**config.mk**
```make
export PLATFORM = sky130hd
export DESIGN_NAME = ser_par_conv_gen
export DESIGN_NICKNAME = d
export VERILOG_FILES = /design/src/rtl/ser_par_conv_gen.sv
export SDC_FILE = /design/constraint.sdc
export NUM_CORES = 1
export LEC_CHECK = 0
export ABC_AREA = 1
export CAP_MARGIN = 15
export CORE_UTILIZATION = 45
export CTS_CLUSTER_DIAMETER = 40
export DETAILED_ROUTE_END_ITERATION = 16
export GPL_TIMING_DRIVEN = 1
export PLACE_DENSITY = 0.66
export SLEW_MARGIN = 40
export SYNTH_ARGS = -nofsm -noshare
export SYNTH_HDL_FRONTEND = slang
export SYNTH_SLANG_ARGS = --single-unit
```
**constraint.sdc**
```tcl
create_clock -name clk -period 2.2 [get_ports clk]
set_input_delay 0.44 -clock clk [delete_from_list [all_inputs] [get_ports clk]]
set_output_delay 0.44 -clock clk [all_outputs]
set_load 0.05 [all_outputs]
```
**src/rtl/ser_par_conv_gen.sv**
```systemverilog
// Serial-to-parallel converter: packs LANES-bit beats into WORD_WIDTH-bit words
// with a one-word output holding register and valid/ready on both sides.
module ser_par_conv_gen #(
    parameter int WORD_WIDTH = 32,
    parameter int LANES      = 1,
    parameter int MSB_FIRST  = 0,
    parameter int WCNT_WIDTH = 16
) (
    input  logic                  clk,
    input  logic                  rst_n,
    input  logic [LANES-1:0]      din,
    input  logic                  din_valid,
    output logic                  din_ready,
    input  logic                  clear,
    output logic [WORD_WIDTH-1:0] dout,
    output logic                  dout_valid,
    input  logic                  dout_ready,
    output logic                  busy,
    output logic [WCNT_WIDTH-1:0] word_cnt
);

    localparam int BEATS = WORD_WIDTH / LANES;
    localparam int CW    = (BEATS > 1) ? $clog2(BEATS) : 1;
    localparam logic [CW-1:0] LAST = CW'(BEATS - 1);

    typedef enum logic [1:0] {
        S_IDLE,
        S_SHIFT,
        S_FULL
    } state_t;

    state_t                state;
    state_t                state_nxt;
    logic [CW-1:0]         cnt;
    logic [WORD_WIDTH-1:0] sreg;
    logic [WORD_WIDTH-1:0] shifted;
    logic [WORD_WIDTH-1:0] load_word;
    logic                  accept;
    logic                  last_beat;
    logic                  hold_free;
    logic                  drain;
    logic                  load;

    generate
        if (LANES == WORD_WIDTH) begin : g_single
            assign shifted = din;
        end else if (MSB_FIRST != 0) begin : g_msb
            assign shifted = {sreg[WORD_WIDTH-LANES-1:0], din};
        end else begin : g_lsb
            assign shifted = {din, sreg[WORD_WIDTH-1:LANES]};
        end
    endgenerate

    assign drain     = dout_valid && dout_ready;
    assign hold_free = !dout_valid || dout_ready;
    assign accept    = din_valid && din_ready && !clear;
    assign last_beat = (cnt == LAST);
    // A completed word moves to the hold register from the final beat or from S_FULL
    assign load      = !clear && hold_free &&
                       ((state == S_FULL) || (accept && last_beat));
    assign load_word = (state == S_FULL) ? sreg : shifted;

    always_ff @(posedge clk or negedge rst_n) begin
        if (!rst_n) begin
            state <= S_IDLE;
        end else begin
            state <= state_nxt;
        end
    end

    always_comb begin
        state_nxt = state;
        if (clear) begin
            state_nxt = S_IDLE;
        end else begin
            unique case (state)
                S_FULL: begin
                    if (hold_free) begin
                        state_nxt = S_IDLE;
                    end
                end
                default: begin
                    if (accept) begin
                        if (!last_beat) begin
                            state_nxt = S_SHIFT;
                        end else if (hold_free) begin
                            state_nxt = S_IDLE;
                        end else begin
                            state_nxt = S_FULL;
                        end
                    end
                end
            endcase
        end
    end

    always_comb begin
        din_ready = (state != S_FULL);
        busy      = (state != S_IDLE);
    end

    always_ff @(posedge clk or negedge rst_n) begin
        if (!rst_n) begin
            cnt        <= '0;
            sreg       <= '0;
            dout       <= '0;
            dout_valid <= 1'b0;
            word_cnt   <= '0;
        end else begin
            if (clear || load) begin
                cnt  <= '0;
                sreg <= '0;
            end else if (accept) begin
                sreg <= shifted;
                cnt  <= last_beat ? '0 : cnt + CW'(1);
            end
            if (load) begin
                dout       <= load_word;
                dout_valid <= 1'b1;
            end else if (drain) begin
                dout_valid <= 1'b0;
            end
            if (drain) begin
                word_cnt <= word_cnt + WCNT_WIDTH'(1);
            end
        end
    end

endmodule

```
==> metrics.md <==
| Metric | Value |
|---|---|
| Initial core utilization | 46.89% |
| Final Hold Vio Count | 0 |
| PortBufs | 56 |
| Maximum clock rate | 468.8 MHz |
| CP endpoint kind | output port |
| GR Overflow Total | 0 |
| Max_slew headroom | 63.64% |
| Yosys warns | 0 |
| Crit path buf inv count | 1 |
| GRT Total Usage | 18.72% |
| Synthesized cell area | 4129 µm² |
| Yosys top cell by area | dfrtp_1 |
| CP cell instances | clkdlybuf4s50_1 |
| Clk sink count | 88 |
| Hold-fix buffers at CTS | 0 |
| Number of synthesized flops with an enable pin | 0 |
| Setup bufs post-CTS | 0 |
| Initial antenna violation count | 0 |
| Post-route ant nets | 0 |
| Drt first pass iters | 11 |
| Die Wd | 97.79 µm |
| Max-Cap Viols | 0 |
| Die area | 9563 µm² |
| Slowest CP cell | clkdlybuf4s50_1 |
| Register area share after synthesis | 53.33% |
| # IOs | 57 |
| Top-count cell post-synth | nand2_1 |
| Crit-path max cell delay | 0.85 ns |
| Top FF cell, synth | dfrtp_1 |
| Yosys cell types | 25 |
| CTS tree | yes |
| Core Footprint | 8806 µm² |
| Worst hold path class | input pin to async pin |
| Worst-margin pin slew | 0.5455 ns |
| CP startpoint kind | flop |
| CP startpoint | word_cnt[4] |
| WS Path Type | flop to output port |
| WL/cell | 12.60 µm |
| Fill count | 803 |
| RD Place Congestion | 0.8443 |
| Multi-input gate area | 1613 µm² |
| R2R Path Start | cnt[1] |
| Iteration-0 DRC count of the detailed router | 200 |
| Layout area overhead | 21.73% |
| Clock power share | 34.9% |
| Logic pwr share | 13.0% |
| Rows | 34 |
| Vias in the first global route | 3067 |
| P_leak | 2.676 nW |
| Status | finished with violations |
| Period utilisation layout | 96.95% |
| Die Y | 97.79 µm |
| Area contributors post-synth | dfrtp_1 53%, nand2_1 15%, o21ai_0 5.2%, mux2i_1 5.1%, nand3_1 4.6% |
| Number of synthesized register bits | 88 |
| Synth top area share | 53.33% |
| Net count of the mapped netlist | 500 |
| RSZ-0062 raised after global routing | false |
| NetSw | 0.9145 mW |
| Final net count | 559 |
| Clk slew on worst S/H paths | 0.09 ns |
| Clk_lat worst skew | 0.36 ns |
| Routed wire length | 8353 µm |
| Endpoints failing setup | 0 |
| Largest net degree at the start of global routing | 64 |
| Most common library cells after synthesis | 160 x nand2_1, 88 x dfrtp_1, 46 x inv_1 |
| Final Worst Setup Slack | 0.06710 ns |
| Clock Skew | 0.006905 ns |
| Reg area | 2202 µm² |
| CP top delay family | buffers and inverters |
| HPWL after DPL | 5728 µm |
| DRC | 12 |
| Max Slew Vio Count | 0 |
| Switching part of the total | 27.91% |
| N_diodes | 0 |
| Post-cts resize count | 0 |
| Power Dens Cells | 651.9 nW/µm² |
| Violated checks | design-rule violations |
| Reg power frac | 52.1% |
| CTS Root Cell | clkbuf_8 |
| Share of layout cells above drive strength 1 | 6.667% |
| Clock buffer depth | 2 |
| Vias per cell | 5.026 |
| WP data required | 1.76 ns |
| Ys async rst share | 100.0% |
| Maximum VDD drop | 0.3416 mV |
| Arr. time, crit path | 1.69 ns |
| Number of CTS-inserted buffers | 9 |
| Pre-CTS setup slack | 0.1291 ns |
| Mapped Cells | 491 |
| H-tree depth | 3 |
| Setup tns final | 0 ns |
| Routed vias | 3332 |
| Pint | 2.362 mW |
| Mean area per synthesized cell | 8.409 µm² |
| Final min period | 2.133 ns |
| CP Max Fanout | 8 |
| First-pass GRT wire length | 14280 µm |
## layout make-up
cell class	count	area share, %
tap	108	2.689
multi-input combinational	334	32.09
clock inverter	6	1.344
inverter	48	3.585
timing repair buffer	69	13.74
clock buffer	10	2.738
sequential	88	43.81
## layer usage
layer / track usage (%) / vias up / wire (µm)
met5: 0 / - / 0
met4: 7.692 / 0 / 142
met3: 3.794 / 11 / 310
met2: 29.41 / 61 / 3720
met1: 25.50 / 1561 / 4180
li1: - / 1699 / -
## power by group through the flow
stage / clock network (mW) / logic (mW) / registers (mW)
detailed placement: 0 / 0.430 / 1.74
global route: 1.24 / 0.457 / 1.72
CTS: 1.18 / 0.432 / 1.71
global placement: 0 / 0.427 / 1.74
finish: 1.14 / 0.426 / 1.71
floorplan: 0 / 0.0876 / 1.90
## placed cells by master (no fill, tap or decap), drive strengths merged
| master | count |
|---|---|
| bufinv | 1 |
| clkinv | 2 |
| clkinvlp | 2 |
| o21ai | 62 |
| xor2 | 2 |
| a21oi | 6 |
| clkbuf | 10 |
| nor3 | 1 |
| nand2 | 162 |
| dfrtp | 88 |
| mux2i | 21 |
| nor3b | 1 |
| xnor2 | 4 |
| ha | 3 |
| nor2 | 26 |
| nand3b | 2 |
| buf | 15 |
| nand4 | 5 |
| clkdlybuf4s50 | 54 |
| nand3 | 39 |
| inv | 49 |
## state kept, by name, summed over array words and instances (netlist names)
register    flops
sreg           32
word_cnt       16
dout           32
state           2
cnt             5
dout_valid      1
## logic make-up (layout without fill, tap and decap cells)
group                      after synthesis  after routing  synth area share (%)
adders and majority gates                3              3                0.9092
AOI/OAI and AO/OA                       68             68                 8.243
buffers and inverters                   69            133                 7.606
and+or+nand+nor                        236            236                 23.55
DFF                                     88             88                 53.33
xor gates and xnor gates                 6              6                 1.273
muxes                                   21             21                 5.091
## final timing paths
check | endpoint | slack, ns | cells past startpoint
max reg2reg | sreg[21] | 0.27 | 11
min reg2reg | dout[12] | 0.49 | 2
max in group asynchronous | dout[7] | 1.52 | 2
max | word_cnt[4] | 0.07 | 1
min in group clk | dout[12] | 0.49 | 2
min | dout_valid | 0.05 | 1
## per-stage QoR
stage / utilization (%) / hold WS, ns / std cells / cell area (µm²) / power [mW]
floorplan: - / 0.1444 / 491 / 4129 / 1.988
global placement: 54.75 / 0.4621 / 647 / 4821 / 2.165
detailed placement: 54.75 / 0.4599 / 647 / 4821 / 2.171
CTS: 57.08 / 0.06120 / 663 / 5026 / 3.322
global route: 57.08 / 0.08145 / 663 / 5026 / 3.416
finish: 57.08 / 0.04882 / 663 / 5026 / 3.276
(Power assumes the default switching activity.)
